## config.mk

```make
export PLATFORM = sky130hd
export DESIGN_NAME = timing_sequencer_flat
export DESIGN_NICKNAME = d
export VERILOG_FILES = /design/src/rtl/timing_sequencer_if.sv /design/src/rtl/timing_sequencer.sv /design/src/flat_wrapper.sv
export SDC_FILE = /design/constraint.sdc
export NUM_CORES = 1
export LEC_CHECK = 0
export CAP_MARGIN = 40
export CORE_UTILIZATION = 39
export CTS_CLUSTER_SIZE = 12
export DETAILED_ROUTE_END_ITERATION = 8
export PLACE_DENSITY_LB_ADDON = 0.12
export SYNTH_ARGS = -nofsm -noshare
export SYNTH_HDL_FRONTEND = slang
export SYNTH_SLANG_ARGS = --single-unit
```

## constraint.sdc

```tcl
create_clock -name clk -period 1.5 [get_ports clk]
set_clock_uncertainty 0.2 [all_clocks]
set_input_delay 0.3 -clock clk [delete_from_list [all_inputs] [get_ports clk]]
set_output_delay 0.3 -clock clk [all_outputs]
set_load 0.02 [all_outputs]
```

## src/rtl/timing_sequencer_if.sv

```systemverilog
`default_nettype none
// ---------------------------------------------------------------------------
// timing_sequencer_if : control inputs and timing/decode outputs of the sequencer
// Revision 1.0
// ---------------------------------------------------------------------------
interface timing_sequencer_if #(
  parameter int NUM_T = 6,
  parameter int CNT_W = 16
);
  logic             start;
  logic             halt;
  logic             sc_clr;
  logic [15:0]      ir;
  logic [NUM_T-1:0] T;
  logic [7:0]       D;
  logic             I;
  logic             S;
  logic             timeout_err;
  logic [CNT_W-1:0] instr_cnt;

  modport master (
    output start, halt, sc_clr, ir,
    input  T, D, I, S, timeout_err, instr_cnt
  );

  modport slave (
    input  start, halt, sc_clr, ir,
    output T, D, I, S, timeout_err, instr_cnt
  );
endinterface
`default_nettype wire

```

## src/rtl/timing_sequencer.sv

```systemverilog
`default_nettype none
// ---------------------------------------------------------------------------
// timing_sequencer : sequence counter, run flip-flop, opcode decode, instr count
// Revision 1.0
// ---------------------------------------------------------------------------
module timing_sequencer #(
  parameter int NUM_T = 6,
  parameter int CNT_W = 16
) (
  input  wire                  clk,
  input  wire                  rst,
  timing_sequencer_if.slave    bus
);

  localparam int         SC_W      = (NUM_T > 1) ? $clog2(NUM_T) : 1;
  localparam [SC_W-1:0]  c_SC_LAST = SC_W'(NUM_T - 1);
  localparam [SC_W-1:0]  c_SC_T2   = SC_W'(2);

  logic [SC_W-1:0]  sc_q,   sc_d;
  logic             run_q,  run_d;
  logic [7:0]       op_q,   op_d;
  logic             ind_q,  ind_d;
  logic             tout_q, tout_d;
  logic [CNT_W-1:0] cnt_q,  cnt_d;

  // Address bits are not part of the decode.
  logic w_ir_unused;
  assign w_ir_unused = ^bus.ir[11:0];

  always_comb begin
    sc_d   = sc_q;
    run_d  = run_q;
    op_d   = op_q;
    ind_d  = ind_q;
    tout_d = 1'b0;
    cnt_d  = cnt_q;
    if (bus.halt && run_q) begin
      run_d = 1'b0;
      sc_d  = '0;
    end else if (bus.start && !bus.halt && !run_q) begin
      run_d = 1'b1;
      sc_d  = '0;
    end else if (run_q) begin
      // Opcode capture at the end of T2 is independent of sc_clr.
      if (sc_q == c_SC_T2) begin
        op_d  = 8'b1 << bus.ir[14:12];
        ind_d = bus.ir[15];
      end
      if (bus.sc_clr) begin
        sc_d  = '0;
        cnt_d = cnt_q + 1'b1;
      end else if (sc_q == c_SC_LAST) begin
        sc_d   = '0;
        tout_d = 1'b1;
      end else begin
        sc_d = sc_q + 1'b1;
      end
    end
  end

  always_ff @(posedge clk or posedge rst) begin
    if (rst) begin
      sc_q   <= '0;
      run_q  <= 1'b0;
      op_q   <= 8'h00;
      ind_q  <= 1'b0;
      tout_q <= 1'b0;
      cnt_q  <= '0;
    end else begin
      sc_q   <= sc_d;
      run_q  <= run_d;
      op_q   <= op_d;
      ind_q  <= ind_d;
      tout_q <= tout_d;
      cnt_q  <= cnt_d;
    end
  end

  for (genvar k = 0; k < NUM_T; k++) begin : g_tdec
    assign bus.T[k] = run_q && (sc_q == SC_W'(k));
  end

  assign bus.D           = op_q;
  assign bus.I           = ind_q;
  assign bus.S           = run_q;
  assign bus.timeout_err = tout_q;
  assign bus.instr_cnt   = cnt_q;

endmodule
`default_nettype wire
```

## src/flat_wrapper.sv

```systemverilog
// flat-port wrapper written by rule: the top's interface ports become plain ports
module timing_sequencer_flat 
#(
  parameter int NUM_T = 6,
  parameter int CNT_W = 16
)
  (clk, rst, bus_start, bus_halt, bus_sc_clr, bus_ir, bus_T, bus_D, bus_I, bus_S, bus_timeout_err, bus_instr_cnt);
  timing_sequencer_if #(.NUM_T(NUM_T), .CNT_W(CNT_W)) bus_i ();
  input  wire clk;
  input  wire rst;
  input wire logic [$bits(bus_i.start)-1:0] bus_start;
  input wire logic [$bits(bus_i.halt)-1:0] bus_halt;
  input wire logic [$bits(bus_i.sc_clr)-1:0] bus_sc_clr;
  input wire logic [$bits(bus_i.ir)-1:0] bus_ir;
  output wire logic [$bits(bus_i.T)-1:0] bus_T;
  output wire logic [$bits(bus_i.D)-1:0] bus_D;
  output wire logic [$bits(bus_i.I)-1:0] bus_I;
  output wire logic [$bits(bus_i.S)-1:0] bus_S;
  output wire logic [$bits(bus_i.timeout_err)-1:0] bus_timeout_err;
  output wire logic [$bits(bus_i.instr_cnt)-1:0] bus_instr_cnt;
  assign bus_i.start = bus_start;
  assign bus_i.halt = bus_halt;
  assign bus_i.sc_clr = bus_sc_clr;
  assign bus_i.ir = bus_ir;
  assign bus_T = bus_i.T;
  assign bus_D = bus_i.D;
  assign bus_I = bus_i.I;
  assign bus_S = bus_i.S;
  assign bus_timeout_err = bus_i.timeout_err;
  assign bus_instr_cnt = bus_i.instr_cnt;
  timing_sequencer #(.NUM_T(NUM_T), .CNT_W(CNT_W)) u_core (.clk(clk), .rst(rst), .bus(bus_i));
endmodule
```

# --- Word-level counts from Yosys, hierarchy flattened ---
# Cells that the tools add are included.
word_totals:
  ff_bits: 30
op_classes:
  n_eq_ne: 5
  bitwise_logic: 2
  reduce_logical: 16
  addsub: 2
  mux: 12
  shift: 1
op_table:
  columns: ["op", "n"]
  rows:
  - ["adder 16 x 1 -> 16 bit, second input constant", 1]
  - ["two-way mux 3 bit", 5]
  - ["logical AND 1 bit", 9]
  - ["AND reduction 4 bit", 2]
  - ["<< shifter 1 x 3 -> 8 bit, first input constant", 1]
  - ["two-way mux 1 bit", 7]
  - ["equality test 3 x 2 -> 1 bit, second input constant", 2]
  - ["equality test 3 bit, second input constant", 2]
  - ["adder 3 x 1 -> 3 bit, second input constant", 1]
  - ["equality test 3 x 1 -> 1 bit, second input constant", 1]
  - ["zero test 3 bit", 1]
  - ["nonzero test 3 bit", 1]
  - ["zero test 1 bit", 2]
  - ["inverter 1 bit", 2]
  - ["nonzero test 2 bit", 1]

# --- Logic depth before layout (Yosys ltp) ---
depth:
  depth_word: 6
  ltp_mapped: 5
  depth_no_buf: 5

# --- Least setup slack after synthesis ---
# OpenSTA, ideal clock, no wires.
synth_path:
  path_type: "flip-flop to flip-flop"
  from: "register u_core.run_q, in the netlist u_core.bus.S"
  to: "register u_core.op_q[0], in the netlist u_core.bus.D[0]"
  n_path_buf: 2
  period_less_slack_ns: 1.746
  slack_ns: -0.246
  t_arrival_ns: 1.421
  stages_incl_launch_ff: 6
  setup_ns: 0.125
  cell_sequence: "dfrtp_1 -> buf_4 -> and3_4 -> and3_4 -> buf_6 -> mux2_4"
synth_between:
  elab_chain_len: 4
synth_rtl:
  columns: ["item", "line", "text"]
  rows:
  - ["start, declared", "timing_sequencer.sv:20", "logic run_q, run_d;"]
  - ["start signal, assigned", "timing_sequencer.sv:71", "run_q <= run_d;"]
  - ["zero test 1 bit", "timing_sequencer.sv:40", "end else if (bus.start && !bus.halt && !run_q) begin"]
  - ["logical AND 1 bit", "timing_sequencer.sv:40", null]
  - ["inverter 1 bit (no source line)", null, null]
  - ["AND reduction 4 bit (no source line) *", null, null]
  - ["end signal, assigned", "timing_sequencer.sv:72", "op_q <= op_d;"]
  - ["end, declared", "timing_sequencer.sv:21", "logic [7:0] op_q, op_d;"]
# Mark *: on every way between the ends. The rest lies on a longest branch, timed or not.
# A chain may end at the register's enable or synchronous reset.

# --- Worst setup path in the final report ---
layout_path:
  from: "register u_core.sc_q[1]"
  to: "output bus_T[3]"
layout_between:
  elab_chain_len: 2
layout_rtl:
  columns: ["item", "line", "text"]
  rows:
  - ["start, declared", "timing_sequencer.sv:19", "logic [SC_W-1:0] sc_q, sc_d;"]
  - ["start signal, assigned", "timing_sequencer.sv:63", "sc_q <= '0;"]
  - ["start signal, assigned", "timing_sequencer.sv:70", "sc_q <= sc_d;"]
  - ["equality test 3 x 2 -> 1 bit", "timing_sequencer.sv:80", "assign bus.T[k] = run_q && (sc_q == SC_W'(k));"]
  - ["logical AND 1 bit", "timing_sequencer.sv:80", null]
  - ["end, declared", "flat_wrapper.sv:15", "output wire logic [$bits(bus_i.T)-1:0] bus_T;"]
# No other way between the ends.

==> run metrics <==
Ports between 50 and 60; setup slack after layout -0.290 ns; Total Routing Usage GR 0.189; initial antenna violation count 0; ANT cells 0; area grow syn2layout 63.2%; post-place setup slack -0.494 ns; Clock Latency Late Sink roughly 0.28 ns; synth warn 0; Reg-to-Reg Start u_core.sc_q[2]; clock sink count 30; total power 2.14 mW; crit end category primary output; Setup violations, final 27; Yosys reg bits 30; clock buffer count from CTS 5; main flop type after synthesis dfrtp_1; arrival time at the worst endpoint between 1 and 1.5 ns; Critical Path Slowest Stage Cell dfrtp_1; power per standard cell area approximately 900 nW/um2; final hold violation count 0; minimum clock period 1.79 ns; Hold WC Path Type input port to asynchronous set/reset pin; final hold slack between 0.15 and 0.2 ns; register area share after synthesis 0.516; Post-Syn Area around 1500 um2; Post-Syn Area per Cell 12.2 um2; design area 2370 um2; status finished with violations; Die Y approximately 63 um; worst reg-to-reg setup slack -0.17 ns; Bufs on Longest Clock Path 2; most frequent cell on the critical path and2_4; Worst Reg-to-Reg Cells 5; drt first-iter violations 63; largest net degree at the start of global routing 31; GPL Wtd Cong approximately 0.82; final period utilization 1.19; worst-path fanout max 4; Slew headroom 0.786; H-Tree Depth 2; Remaining DRCs 0; Final nets approximately 230; cell chain of the critical path and2_4 -> ha_4 -> and2_4 -> buf_6; layout cells sized above 1 0.527; r2r endpoint u_core.bus.D[2]; post-DP HPWL about 2.2 mm; failing checks negative setup slack; Worst Path Required 1.00 ns; commonest cells after routing, fill and taps aside 31 x buf_4, 25 x dfrtp_1, 13 x clkdlybuf4s15_1; via count about 1.2k; DIE AREA about 4000 um2; commonest non-fill, non-tap cell in the layout buf_4; Worst-path clk slew 0.06 ns; slowest cell delay on critical path approximately 0.43 ns; share of flip-flops with an asynchronous set or reset 1.00; drt pass-1 iters 4; CORE AREA around 3400 um2; placed instance count 230; FP Rows 21; Initial Util 0.422; CTS Root Buffer Type clkbuf_8; setup_tns -3.46 ns; Post-Synthesis Net Count around 140; WL final approximately 3.4 mm; peak supply drop around 720 uV; drt via density roughly 4.8; GR Overflow Total 0; wire per inst 13.8 um; max_cap viols 0; fill cell count 260; Post-synth EDFFs 0; Worst Setup Path Type flop to primary output; unrepaired setup endpoints after global routing yes; worst slew pin tran 0.318 ns; fin util 0.689; Area after DPL between 2000 and 2500 um2; post-route insts no fill between 200 and 250; global-route wire length before repair around 5.6 mm; Worst setup SP type flop; IO buf count ~40; antenna viol nets, final 0; count of different cell masters after synthesis 36; max-slew violation total from the final report 0; worst path bufs/invs 1; cell family with most CP delay flip-flops; Fmax achieved between 0.5 and 0.6 GHz; vias in the first global route about 1.2k; TritonCTS clock tree yes; leakage power 1.16 nW; post-synthesis cell count 119; die extent in x approximately 63 um
==> final cells by class <==
class / count / area, um2 / area share
inverters: 5 / 18.8 / 0.00791
clock buffers: 7 / 86.3 / 0.0364
clock inverters: 1 / 5.00 / 0.00211
well taps: 46 / 57.6 / 0.0243
repair buffers: 77 / 653 / 0.275
flip-flops and latches: 30 / 757 / 0.319
multi-input cells: 83 / 795 / 0.335
==> cell usage after synthesis, types with 2 or more instances <==
cell type | number | share of area
dfrtp_1 | 30 | 0.52
xnor2_1 | 11 | 0.066
mux2_4 | 9 | 0.093
nor2_1 | 9 | 0.023
nand2_1 | 8 | 0.021
inv_1 | 4 | 0.010
nand3_1 | 4 | 0.014
xor2_1 | 4 | 0.024
and2_1 | 3 | 0.013
and3_1 | 3 | 0.013
nor3b_1 | 3 | 0.015
and3_2 | 2 | 0.010
and3_4 | 2 | 0.015
and3b_1 | 2 | 0.012
ha_1 | 2 | 0.017
nand4_1 | 2 | 0.0086
nor3_1 | 2 | 0.0069
==> worst register-to-register path: cells and delay by family, from the launching register on <==
| family | cells | cell delay [ns] |
|---|---|---|
| AND/OR/NAND/NOR | 2 | 0.44 |
| flip-flops | 1 | 0.39 |
| multiplexers | 1 | 0.30 |
| buffers and inverters | 2 | 0.23 |
==> power breakdown <==
group	total, mW	leakage (nW)	switching, mW	internal, mW
registers	0.968	0.399	0.0864	0.881
clock network	0.680	0.0482	0.310	0.370
logic	0.491	0.713	0.234	0.257
total	2.14	1.16	0.631	1.51
==> kinds of logic after synthesis <==
logic type      share of synthesized area
xor+xnor                           0.0904
compound gates                     0.0293
buf+inv                            0.0258
simple gates                        0.220
flops                               0.516
fa+ha+maj                          0.0172
mux                                 0.101
==> how the worst max path moves through the flow <==
stage,from,endpoint,slack (ns),cells past startpoint
2_1_floorplan,u_core.bus.S,u_core.bus.D[0],-0.16,5
3_3_place_gp,bus_sc_clr,u_core.bus.instr_cnt[10],-0.45,5
3_5_place_dp,bus_sc_clr,u_core.bus.instr_cnt[12],-0.49,5
4_1_cts,u_core.sc_q[1],bus_T[3],-0.27,4
5_1_grt,u_core.sc_q[2],bus_T[0],-0.32,4
6_report,u_core.sc_q[1],bus_T[3],-0.29,4
==> flip-flops by register name (all words and copies together) (netlist names) <==
| signal | flops |
|---|---|
| u_core.bus.S | 1 |
| u_core.bus.timeout_err | 1 |
| u_core.sc_q | 3 |
| u_core.bus.D | 8 |
| u_core.bus.instr_cnt | 16 |
| u_core.bus.I | 1 |
==> metal layers <==
metal  up-vias  track usage  part of all wire
li1        574            -                 -
met1       587        0.218              0.44
met2        36        0.308              0.48
met3         8       0.0688             0.052
met4         0       0.0901             0.020
met5         -            0                 0
==> timing repair <==
item | in CTS | in global routing
cloned | 1 | 0
hold buffers | 0 | 0
pin swaps | 14 | 9
buffers inserted | 3 | 7
resized for setup | 104 | 38
endpoints found under the setup margin | 57 | 55
No activity file was read; power rests on OpenSTA's default activity.
